**config.mk**
```make
export PLATFORM = sky130hd
export DESIGN_NAME = fetch_queue
export DESIGN_NICKNAME = d
export VERILOG_FILES = /design/src/rtl/fetch_queue_pkg.sv /design/src/rtl/fetch_queue.sv
export SDC_FILE = /design/constraint.sdc
export NUM_CORES = 1
export LEC_CHECK = 0
export ABC_AREA = 1
export BUFFER_PORTS_ARGS = -buffer_cell sky130_fd_sc_hd__buf_2
export CORE_UTILIZATION = 50
export DETAILED_ROUTE_END_ITERATION = 12
export GPL_TIMING_DRIVEN = 1
export PLACE_DENSITY = 0.68
export SLEW_MARGIN = 20
export SYNTH_ARGS = -nofsm -noshare
export SYNTH_HDL_FRONTEND = slang
export SYNTH_SLANG_ARGS = --single-unit
```
**constraint.sdc**
```tcl
create_clock -name clk -period 3.8 [get_ports clk]
set_clock_uncertainty 0.05 [all_clocks]
set_input_delay 0.57 -clock clk [delete_from_list [all_inputs] [get_ports clk]]
set_output_delay 0.57 -clock clk [all_outputs]
set_load 0.005 [all_outputs]
```
**src/rtl/fetch_queue_pkg.sv**
```systemverilog
// Shared fetch-queue constants: default geometry and the NOP issued to decode when empty.
package fetch_queue_pkg;
  localparam int FQ_ADDR_W = 6;   // MemAddr range
  localparam int FQ_DATA_W = 32;  // DataSize range
  localparam int FQ_DEPTH  = 4;

  localparam logic [31:0] NOP_INST = 32'h0000_0013;  // addi x0,x0,0
endpackage

```
**src/rtl/fetch_queue.sv**
```systemverilog
// Circular {pc, inst} FIFO between fetch and decode; no bypass, flush drops all entries.
module fetch_queue
  import fetch_queue_pkg::*;
#(
  parameter int ADDR_W = FQ_ADDR_W,
  parameter int DATA_W = FQ_DATA_W,
  parameter int DEPTH  = FQ_DEPTH
) (
  input  logic                       clk,
  input  logic                       reset,
  input  logic                       flush,
  input  logic                       push_valid,
  input  logic [ADDR_W-1:0]          push_pc,
  input  logic [DATA_W-1:0]          push_inst,
  output logic                       push_ready,
  output logic                       pop_valid,
  output logic [ADDR_W-1:0]          pop_pc,
  output logic [DATA_W-1:0]          pop_inst,
  input  logic                       pop_ready,
  output logic [$clog2(DEPTH+1)-1:0] count
);
  localparam int PTR_W = $clog2(DEPTH);
  localparam int CNT_W = $clog2(DEPTH+1);

  logic [DEPTH-1:0][ADDR_W-1:0] mem_pc;
  logic [DEPTH-1:0][DATA_W-1:0] mem_inst;
  logic [PTR_W-1:0]             wr_ptr, rd_ptr;
  logic                         do_push, do_pop;

  // Ready depends only on registered occupancy: no decode-to-fetch comb path.
  assign push_ready = (count != CNT_W'(DEPTH));
  assign pop_valid  = (count != '0);
  assign do_push    = push_valid && push_ready;
  assign do_pop     = pop_valid && pop_ready;

  assign pop_pc   = pop_valid ? mem_pc[rd_ptr]   : '0;
  assign pop_inst = pop_valid ? mem_inst[rd_ptr] : DATA_W'(NOP_INST);

  always_ff @(posedge clk) begin
    if (reset || flush) begin
      wr_ptr <= '0;
      rd_ptr <= '0;
      count  <= '0;
    end else begin
      if (do_push) wr_ptr <= wr_ptr + 1'b1;
      if (do_pop)  rd_ptr <= rd_ptr + 1'b1;
      case ({do_push, do_pop})
        2'b10:   count <= count + 1'b1;
        2'b01:   count <= count - 1'b1;
        default: count <= count;
      endcase
    end
  end

  // Storage is not reset; contents are never visible while count is zero.
  always_ff @(posedge clk) begin
    if (do_push && !reset && !flush) begin
      mem_pc[wr_ptr]   <= push_pc;
      mem_inst[wr_ptr] <= push_inst;
    end
  end
endmodule

```
After elaboration in Yosys (flattened, before gate mapping)
Cells that the tools add are included.

Flip-flop bits (word level): 159. Latch bits: 0. Bits in writable memories: 0. Bits in read-only memories: 0. Bits of input ports: 43. Output and inout port bits: 43. Word-level logic and storage cells: 44. Memories: 0.

Add/sub/neg operators: 4. $mul: 0. Divide/modulo/power cells: 0. Order comparisons: 3. Eq/ne operators: 3. Shifts and indexed selects: 0. Mux-type cells: 13. Bitwise logic cells: 0. Reductions and logical operators: 10.

Operators with widths (count): 128-bit bitwise mux (1); 32-bit two-way mux (3); 32-bit binary-select mux with 2-bit select (1); 32-bit demux with 2-bit select (1); 24-bit bitwise mux (1); 6-bit two-way mux (3); 6-bit binary-select mux with 2-bit select (1); 6-bit demux with 2-bit select (1); 2-bit by 3-bit < comparator with 1-bit output, second input constant (2); 3-bit one-hot mux with 2 select lines (1); 1-bit logical AND (5); 2-bit by 1-bit adder with 2-bit output, second input constant (2); 3-bit by 1-bit adder with 3-bit output, second input constant (1); 3-bit inequality test, second input constant (1); 3-bit nonzero test (1); 3-bit by 1-bit subtractor with 3-bit output, second input constant (1); 2-bit by 1-bit equality test with 1-bit output, second input constant (1); 2-bit equality test, second input constant (1); 2-bit by 1-bit >= comparator with 1-bit output, second input constant (1); 1-bit logical NOT (2); 2-bit nonzero test (1); 1-bit logical OR (1).

Depth between registers and ports, before layout
Gate-level depths: netlist of run 1.

Depth in word-level cells: 5. Gate-level depth with buffers: 13. Mapped depth without buffers: 13.

Worst setup path after synthesis of run 1
No wires, ideal clock.

Path type: input port to flip-flop. Start: input port reset. End: register mem_inst[0] (netlist name) (enable). Setup time: 0.433 ns. Arrival time: 2.629 ns. Data required time: 3.317 ns. Setup slack: 0.687 ns. Cell stages on the path: 3. Path buffers: 0. Cell sequence: nor2_1 -> nand2_1 -> nor2_1.

Longest elaborated chain between the ends: 3.

Ends and longest elaborated chain: start: declaration (RTL line fetch_queue.sv:10) `input logic reset,`; 1-bit logical NOT (RTL line fetch_queue.sv:57) `if (do_push && !reset && !flush) begin`; 1-bit logical AND (2 in series) (RTL line fetch_queue.sv:57); end signal: indexed assignment (RTL line fetch_queue.sv:59) `mem_inst[wr_ptr] <= push_inst;`; end: declaration (RTL line fetch_queue.sv:26) `logic [DEPTH-1:0][DATA_W-1:0] mem_inst;`.

No other way between the ends. A chain may end at the register's enable or synchronous reset.

Worst setup path in the final report of run 1
Start: register rd_ptr[0]. End: output port pop_inst[29].

Longest elaborated chain between the ends: 3.

Ends and longest elaborated chain: start: declaration (RTL line fetch_queue.sv:27) `logic [PTR_W-1:0] wr_ptr, rd_ptr;`; start signal: assignment (RTL line fetch_queue.sv:46) `if (do_pop) rd_ptr <= rd_ptr + 1'b1;`; 32-bit binary-select mux with 2-bit select (RTL line fetch_queue.sv:37) `assign pop_inst = pop_valid ? mem_inst[rd_ptr] : DATA_W'(NOP_INST);`; 32-bit two-way mux (not written as such) (RTL line fetch_queue.sv:37); 32-bit two-way mux (RTL line fetch_queue.sv:37); end: declaration (RTL line fetch_queue.sv:18) `output logic [DATA_W-1:0] pop_inst,`.

No other way between the ends. The select of a mux whose other input is x is not followed.

==> results of run 1 <==
==> cell usage in the layout, fill, tap and decap left out <==
master	Yosys	routed
sky130_fd_sc_hd__nor2_4	0	4
sky130_fd_sc_hd__nand3_1	4	4
sky130_fd_sc_hd__buf_4	4	6
sky130_fd_sc_hd__clkbuf_1	3	9
sky130_fd_sc_hd__nand3b_1	1	1
sky130_fd_sc_hd__inv_2	3	2
sky130_fd_sc_hd__fa_1	1	1
sky130_fd_sc_hd__o21ai_1	15	15
sky130_fd_sc_hd__dfxtp_1	7	5
sky130_fd_sc_hd__nand2_2	1	1
sky130_fd_sc_hd__edfxtp_1	152	152
sky130_fd_sc_hd__buf_2	10	85
sky130_fd_sc_hd__o21ai_0	60	60
sky130_fd_sc_hd__ha_1	5	5
sky130_fd_sc_hd__clkinv_2	0	1
sky130_fd_sc_hd__dfxtp_2	0	2
sky130_fd_sc_hd__clkinv_1	0	4
sky130_fd_sc_hd__nor2_1	154	150
sky130_fd_sc_hd__a21oi_1	44	44
sky130_fd_sc_hd__inv_1	15	15
sky130_fd_sc_hd__nand2_1	26	26
sky130_fd_sc_hd__clkbuf_16	0	17
sky130_fd_sc_hd__a21boi_1	1	1
==> cell type report <==
class | count | area, sq um
repair buffers | 91 | 470
well taps | 168 | 210
multi-input cells | 312 | 1430
inverters | 18 | 68.8
flip-flops and latches | 159 | 4710
clock inverters | 4 | 15.0
clock buffers | 26 | 459
fillers | 1005 | 4860
==> registers in the layout (all words and copies together) (netlist names) <==
| signal | cells |
|---|---|
| count | 3 |
| mem_inst | 128 |
| mem_pc | 24 |
| rd_ptr | 2 |
| wr_ptr | 2 |
==> where the power goes <==
part           total, uW  leakage (uW)  switching, uW  internal (uW)
combinational        202       0.00104            132           69.8
sequential          1950       0.00143           6.71           1940
clock               1390      0.000226            577            817
==> per-layer routing <==
layer / wire length (um) / part of all wire [%] / up-vias
met4: 72 / 0.58 / 2
met2: 6170 / 50 / 124
met5: 13 / 0.10 / -
met3: 774 / 6.2 / 9
met1: 5410 / 43 / 1912
li1: - / - / 1963
==> worst max path at each step <==
| stage | from | to | slack, ns | cells past startpoint |
|---|---|---|---|---|
| floorplan | reset | mem_inst[0]$_DFFE_PP_ | 0.69 | 3 |
| global placement | reset | mem_pc[19]$_DFFE_PP_ | 1.39 | 5 |
| detailed placement | reset | mem_inst[59]$_DFFE_PP_ | 1.32 | 5 |
| CTS | rd_ptr[0]$_SDFFE_PP0P_ | pop_inst[17] | 0.92 | 4 |
| global route | rd_ptr[0]$_SDFFE_PP0P_ | pop_inst[29] | 0.69 | 4 |
| finish | rd_ptr[0]$_SDFFE_PP0P_ | pop_inst[29] | 0.89 | 4 |
==> metrics by stage <==
stage | hold slack [ns] | total power (uW) | area (sq um)
2_1_floorplan | 0.447 | 2090 | 6370
3_3_place_gp | 0.469 | 2180 | 6880
3_5_place_dp | 0.482 | 2190 | 6880
4_1_cts | 0.302 | 3570 | 7350
5_1_grt | 0.300 | 3660 | 7360
6_report | 0.318 | 3550 | 7360
==> cells by family after synthesis <==
logic type,synth area share (%)
simple gates,11.1
flops,73.9
compound gates,9.47
buf+inv,4.22
fa+ha+maj,1.30
==> impl_metrics.csv, run 1 <==
group,metric,value,unit
status,run_status,"complete, no violations",
logic_synthesis,synth_cell_type_count,20,
logic_synthesis,synth_async_sr_flop_share,0,%
floorplan,design.die.area,13200,sq um
routing,postRouteAntennaNets,0,
sta,fmaxAchievable,0.344,GHz
cts,tritoncts,"yes",
routing,routed_via_density,5.15,
sta,post-route-min-period,2.91,ns
worst_setup_path,reg2reg_depth,5,
worst_setup_path,timing.critical_path.buf_inv,2,
routing,route.detailed.wl_per_inst,16.0,um
placed_design,hpwlAfterDp,6.93,mm
global_route,grt_first_pass_wirelength,19.4,mm
global_route,met2_usage,33.9,%
floorplan,io_pins,86,
logic_synthesis,synth_enable_flop_cells,152,
floorplan,placement_rows,40,
logic_synthesis,syn-cell-area,6370,sq um
worst_setup_path,criticalPathCategory,"register to primary output",
placed_design,place_congestion,0.776,
placed_design,numPortBuffers,85,
logic_synthesis,yosys_register_bits,159,
final_layout,final_core_utilization,60.2,%
sta,slew-limit-headroom,37.0,%
worst_setup_path,worstPathRequired,3.18,ns
sta,worstMarginPinSlew,0.945,ns
routing,drtIter0Drc,310,
routing,route.vias.total,4010,
cts,tritoncts.num_buffers,17,
logic_synthesis,syn_area_cell,12.3,sq um
global_route,initial_antenna_violation_count,1,
worst_hold_path,min_from,"push_inst[23]",
cts,buffers_inserted_by_post_cts_timing_repair,0,
global_route,grt.overflow.total,0,
routing,firstDrtPassIters,5,
worst_setup_path,critical_path.max_stage_delay,0.71,ns
worst_hold_path,min_path_type,"input pin to register",
worst_setup_path,data_arrival_critical_path,2.29,ns
power_and_ir_drop,vdd.ir_drop.worst,0.000328,V
worst_setup_path,crit_chain,"clkinv_2 -> o21ai_0 -> a21oi_1 -> buf_2",
final_layout,syn2layout_area_growth,15.5,%
worst_setup_path,startpoint_type_of_the_worst_setup_path,"register",
logic_synthesis,synth_seq_area_share,73.9,%
worst_hold_path,hold_path_depth,1,
sta,rsz0062_at_grt,"no",
routing,totalWireLength,12.4,mm
worst_setup_path,register_to_register_setup_slack,1.72,ns
sta,setup_viol_count_final,0,
routing,drc_viols,0,
floorplan,die_height,115,um
logic_synthesis,synth.net_count,567,
global_route,number_of_global_route_vias_before_repair,3936,
worst_setup_path,worst_setup_path_end_kind,"primary output",
logic_synthesis,synth.area.top_cells,"sky130_fd_sc_hd__edfxtp_1 72%, sky130_fd_sc_hd__nor2_1 9.1%, sky130_fd_sc_hd__o21ai_0 4.7%, sky130_fd_sc_hd__a21oi_1 3.5%, sky130_fd_sc_hd__dfxtp_1 2.2%",
logic_synthesis,synth_top_flop_cell,"sky130_fd_sc_hd__edfxtp_1",
cts,numClockSinks,159,
worst_setup_path,critical_path.max_fanout,77,
global_route,largest_net_degree_at_the_start_of_global_routing,80,
power_and_ir_drop,power-per-cell-area,482,nW/um^2
logic_synthesis,post_synth_inst_count,518,
floorplan,die_w,115,um
sta,timing_max_transition_violations_final,0,
floorplan,initial_core_util,52.2,%
worst_hold_path,endpoint_of_the_worst_hold_timing_path,"mem_inst[87]$_DFFE_PP_",
job,drv.max_cap_violation_count,0,
floorplan,core_area,12200,sq um
placed_design,placement.setup.worst_slack,1.32,ns
worst_setup_path,critical-path-top-delay-family,"buffers and inverters",
cts,cts-root-to-sink-buffers,2,
final_layout,n_antenna_cell,0,
logic_synthesis,synth.largest_area_cell,"sky130_fd_sc_hd__edfxtp_1",
global_route,grt-busiest-layer,"met2",
logic_synthesis,synth.cells.most_frequent,"154 x sky130_fd_sc_hd__nor2_1, 152 x sky130_fd_sc_hd__edfxtp_1, 60 x sky130_fd_sc_hd__o21ai_0",
final_layout,final_cells,778,
cts,root_buffer,"sky130_fd_sc_hd__clkbuf_16",
logic_synthesis,netlist.area_leader.share,71.7,%
worst_setup_path,worstReg2RegEnd,"mem_inst[38]$_DFFE_PP_",
logic_synthesis,yosysWarnings,0,
cts,clock_insertion_delay_at_the_later_pin_of_the_skew_report,0.41,ns
worst_setup_path,worstReg2RegStart,"count[1]$_SDFFE_PP0P_",
cts,cts.repair.resized,0,
sta,final.setup.worst_slack,0.890,ns
final_layout,final_layout_size_suffix_gt1_share,19.3,%
logic_synthesis,post-synth-top-count-cell,"sky130_fd_sc_hd__nor2_1",
global_route,track_usage,19.9,%
cts,ctsHoldBuffers,0,
worst_setup_path,cell_with_the_largest_stage_delay_on_the_worst_path,"sky130_fd_sc_hd__clkinv_2",
sta,finalSetupTns,0,ns
final_layout,nets,648,
global_route,use_met1,24.6,%
placed_design,place_inst,748,
cts,clk_pin_slew,0.05,ns
cts,ctsHtreeMaxLevel,4,
sta,post-route-period-util,76.6,%
power_and_ir_drop,power.leakage,0.00269,uW
global_route,grt.met3_usage,6.33,%
sta,finalHoldViolations,0,
Note: power is estimated with default switching activity, not from simulation.
==> run 2: changes to the inputs <==
==> constraint.sdc (replaced) <==
create_clock -name clk -period 2.9 [get_ports clk]
set_clock_uncertainty 0.05 [all_clocks]
set_input_delay 0.435 -clock clk [delete_from_list [all_inputs] [get_ports clk]]
set_output_delay 0.435 -clock clk [all_outputs]
set_load 0.005 [all_outputs]
==> run 2 against run 1 <==
Sequential cell count is the same. Clock-buffer cell count decreased by 6. Global-route usage up 1.8 points. Die area stayed put. Non-clock buffer count up 6. Design area increased by 2.7%. Sequential share of layout area is 1.7 points lower. Critical path depth increased by 2. Critical path type unchanged.
==> impl_metrics.csv, run 2 (synthesis gave the netlist of run 1 again) <==
group,metric,value,unit
worst_setup_path,startpoint_type_of_the_worst_setup_path,"register",
job,drv.max_cap_violation_count,0,
worst_setup_path,data_arrival_critical_path,2.13,ns
sta,worstMarginPinSlew,0.830,ns
floorplan,initial_core_util,52.2,%
sta,post-route-period-util,90.0,%
global_route,grt_first_pass_wirelength,21.0,mm
global_route,largest_net_degree_at_the_start_of_global_routing,80,
worst_setup_path,critical_path.max_stage_delay,0.65,ns
worst_setup_path,critical-path-top-delay-family,"buffers and inverters",
sta,rsz0062_at_grt,"no",
worst_setup_path,criticalPathCategory,"register to primary output",
routing,drc_viols,0,
power_and_ir_drop,power_frac_seq,49.3,%
routing,route.vias.total,4080,
routing,postRouteAntennaNets,0,
worst_setup_path,crit_chain,"buf_4 -> nor2_1 -> nor2_1 -> o21ai_0 -> a21oi_1 -> buf_2",
floorplan,die_w,115,um
final_layout,final_layout_size_suffix_gt1_share,21.7,%
power_and_ir_drop,combinationalPowerShare,5.2,%
cts,clock_insertion_delay_at_the_later_pin_of_the_skew_report,0.43,ns
sta,slew-limit-headroom,44.6,%
floorplan,core_area,12200,sq um
worst_setup_path,critical_path.max_fanout,79,
routing,totalWireLength,13.2,mm
power_and_ir_drop,power.leakage,0.00280,uW
global_route,initial_antenna_violation_count,1,
cts,numClockSinks,159,
power_and_ir_drop,power.clock.fraction,45.6,%
worst_setup_path,setup.worst_path.start,"rd_ptr[0]$_SDFFE_PP0P_",
sta,finalSetupTns,0,ns
sta,timing_max_transition_violations_final,0,
cts,cts-root-to-sink-buffers,2,
cts,root_buffer,"sky130_fd_sc_hd__clkbuf_16",
final_layout,n_antenna_cell,0,
routing,routed_via_density,5.19,
final_layout,most-common-layout-cells,"152 x sky130_fd_sc_hd__edfxtp_1, 150 x sky130_fd_sc_hd__nor2_1, 85 x sky130_fd_sc_hd__buf_2, 60 x sky130_fd_sc_hd__o21ai_0, 44 x sky130_fd_sc_hd__a21oi_1",
placed_design,numPortBuffers,85,
sta,setup_viol_count_final,0,
cts,ctsHtreeMaxLevel,4,
routing,firstDrtPassIters,4,
cts,cts.repair.resized,0,
cts,clk_pin_slew,0.06,ns
final_layout,final_common_cell,"sky130_fd_sc_hd__edfxtp_1",
cts,buffers_inserted_by_post_cts_timing_repair,0,
final_layout,multi_input_area,1430,sq um
floorplan,die_height,115,um
floorplan,design.die.area,13200,sq um
final_layout,reg_top3,"mem_inst: 128 flops, mem_pc: 24 flops, count: 3 flops",
final_layout,syn2layout_area_growth,18.6,%
worst_hold_path,min_from,"push_inst[4]",
sta,post-route-min-period,2.61,ns
global_route,number_of_global_route_vias_before_repair,4043,
routing,route.detailed.wl_per_inst,16.7,um
final_layout,largest_reg_flops,128,
final_layout,final_core_utilization,61.9,%
final_layout,regMostFlops,"mem_inst",
cts,ctsHoldBuffers,0,
sta,fmaxAchievable,0.383,GHz
final_layout,fillCellCount,1000,
placed_design,hpwlAfterDp,7.51,mm
floorplan,io_pins,86,
status,run_status,"complete, no violations",
final_layout,nets,654,
worst_setup_path,worst_setup_path_end_kind,"primary output",
worst_setup_path,timing.critical_path.buf_inv,2,
global_route,track_usage,21.7,%
power_and_ir_drop,cellInternalPower,4160,uW
worst_setup_path,crit_top_cell,"sky130_fd_sc_hd__nor2_1",
cts,tritoncts.num_buffers,17,
power_and_ir_drop,p_switching,1030,uW
cts,tritoncts,"yes",
power_and_ir_drop,swShare,19.8,%
placed_design,place_congestion,0.768,
global_route,grt.overflow.total,0,
power_and_ir_drop,vdd.ir_drop.worst,0.000683,V
worst_setup_path,cell_with_the_largest_stage_delay_on_the_worst_path,"sky130_fd_sc_hd__buf_4",
floorplan,placement_rows,40,
worst_hold_path,min_path_type,"input pin to register",
worst_setup_path,worstPathRequired,2.41,ns
final_layout,register_area,4710,sq um
sta,finalHoldViolations,0,
power_and_ir_drop,power-per-cell-area,686,nW/um^2
worst_setup_path,register_to_register_setup_slack,0.88,ns
worst_setup_path,worstReg2RegStart,"count[1]$_SDFFE_PP0P_",
routing,drtIter0Drc,286,
## run 2: layer usage
| metal | global-route usage, % | wire, um | vias up |
|---|---|---|---|
| li1 | - | - | 1979 |
| met3 | 5.69 | 889 | 21 |
| met5 | 0 | 18 | - |
| met4 | 9.44 | 258 | 2 |
| met2 | 36.1 | 6610 | 139 |
| met1 | 26.9 | 5380 | 1939 |
## run 2: path summary, 6_finish.rpt
check / cells past startpoint / endpoint
setup / recovery: 6 / pop_inst[2]
hold / removal: 1 / mem_inst[36]$_DFFE_PP_
setup reg to reg: 5 / mem_inst[62]$_DFFE_PP_
hold reg to reg: 2 / wr_ptr[1]$_SDFFE_PP0P_
## run 2: layout make-up
| class | instances | share of cell area (%) |
|---|---|---|
| clock buffer | 20 | 5.78 |
| clock inverter | 12 | 2.53 |
| inverter | 18 | 0.894 |
| multi-input combinational | 312 | 18.9 |
| sequential | 159 | 62.3 |
| tap | 168 | 2.78 |
| timing repair buffer | 97 | 6.82 |
## run 2: power groups by stage
stage          logic, uW  registers, uW  clock network, uW
4_1_cts              273           2550               2400
5_1_grt              304           2560               2490
3_5_place_dp         272           2600                  0
2_1_floorplan        141           2600                  0
3_3_place_gp         262           2600                  0
6_report             269           2550               2360
## run 2: per-stage QoR
stage	cells	setup WS [ns]	cell area (sq um)	power, uW	hold WS [ns]
3_5_place_dp	754	0.691	6930	2870	0.475
5_1_grt	786	0.0589	7550	5350	0.162
2_1_floorplan	518	-0.0776	6370	2740	0.447
4_1_cts	786	0.255	7550	5220	0.157
6_report	786	0.289	7550	5180	0.173
3_3_place_gp	754	0.732	6930	2860	0.466
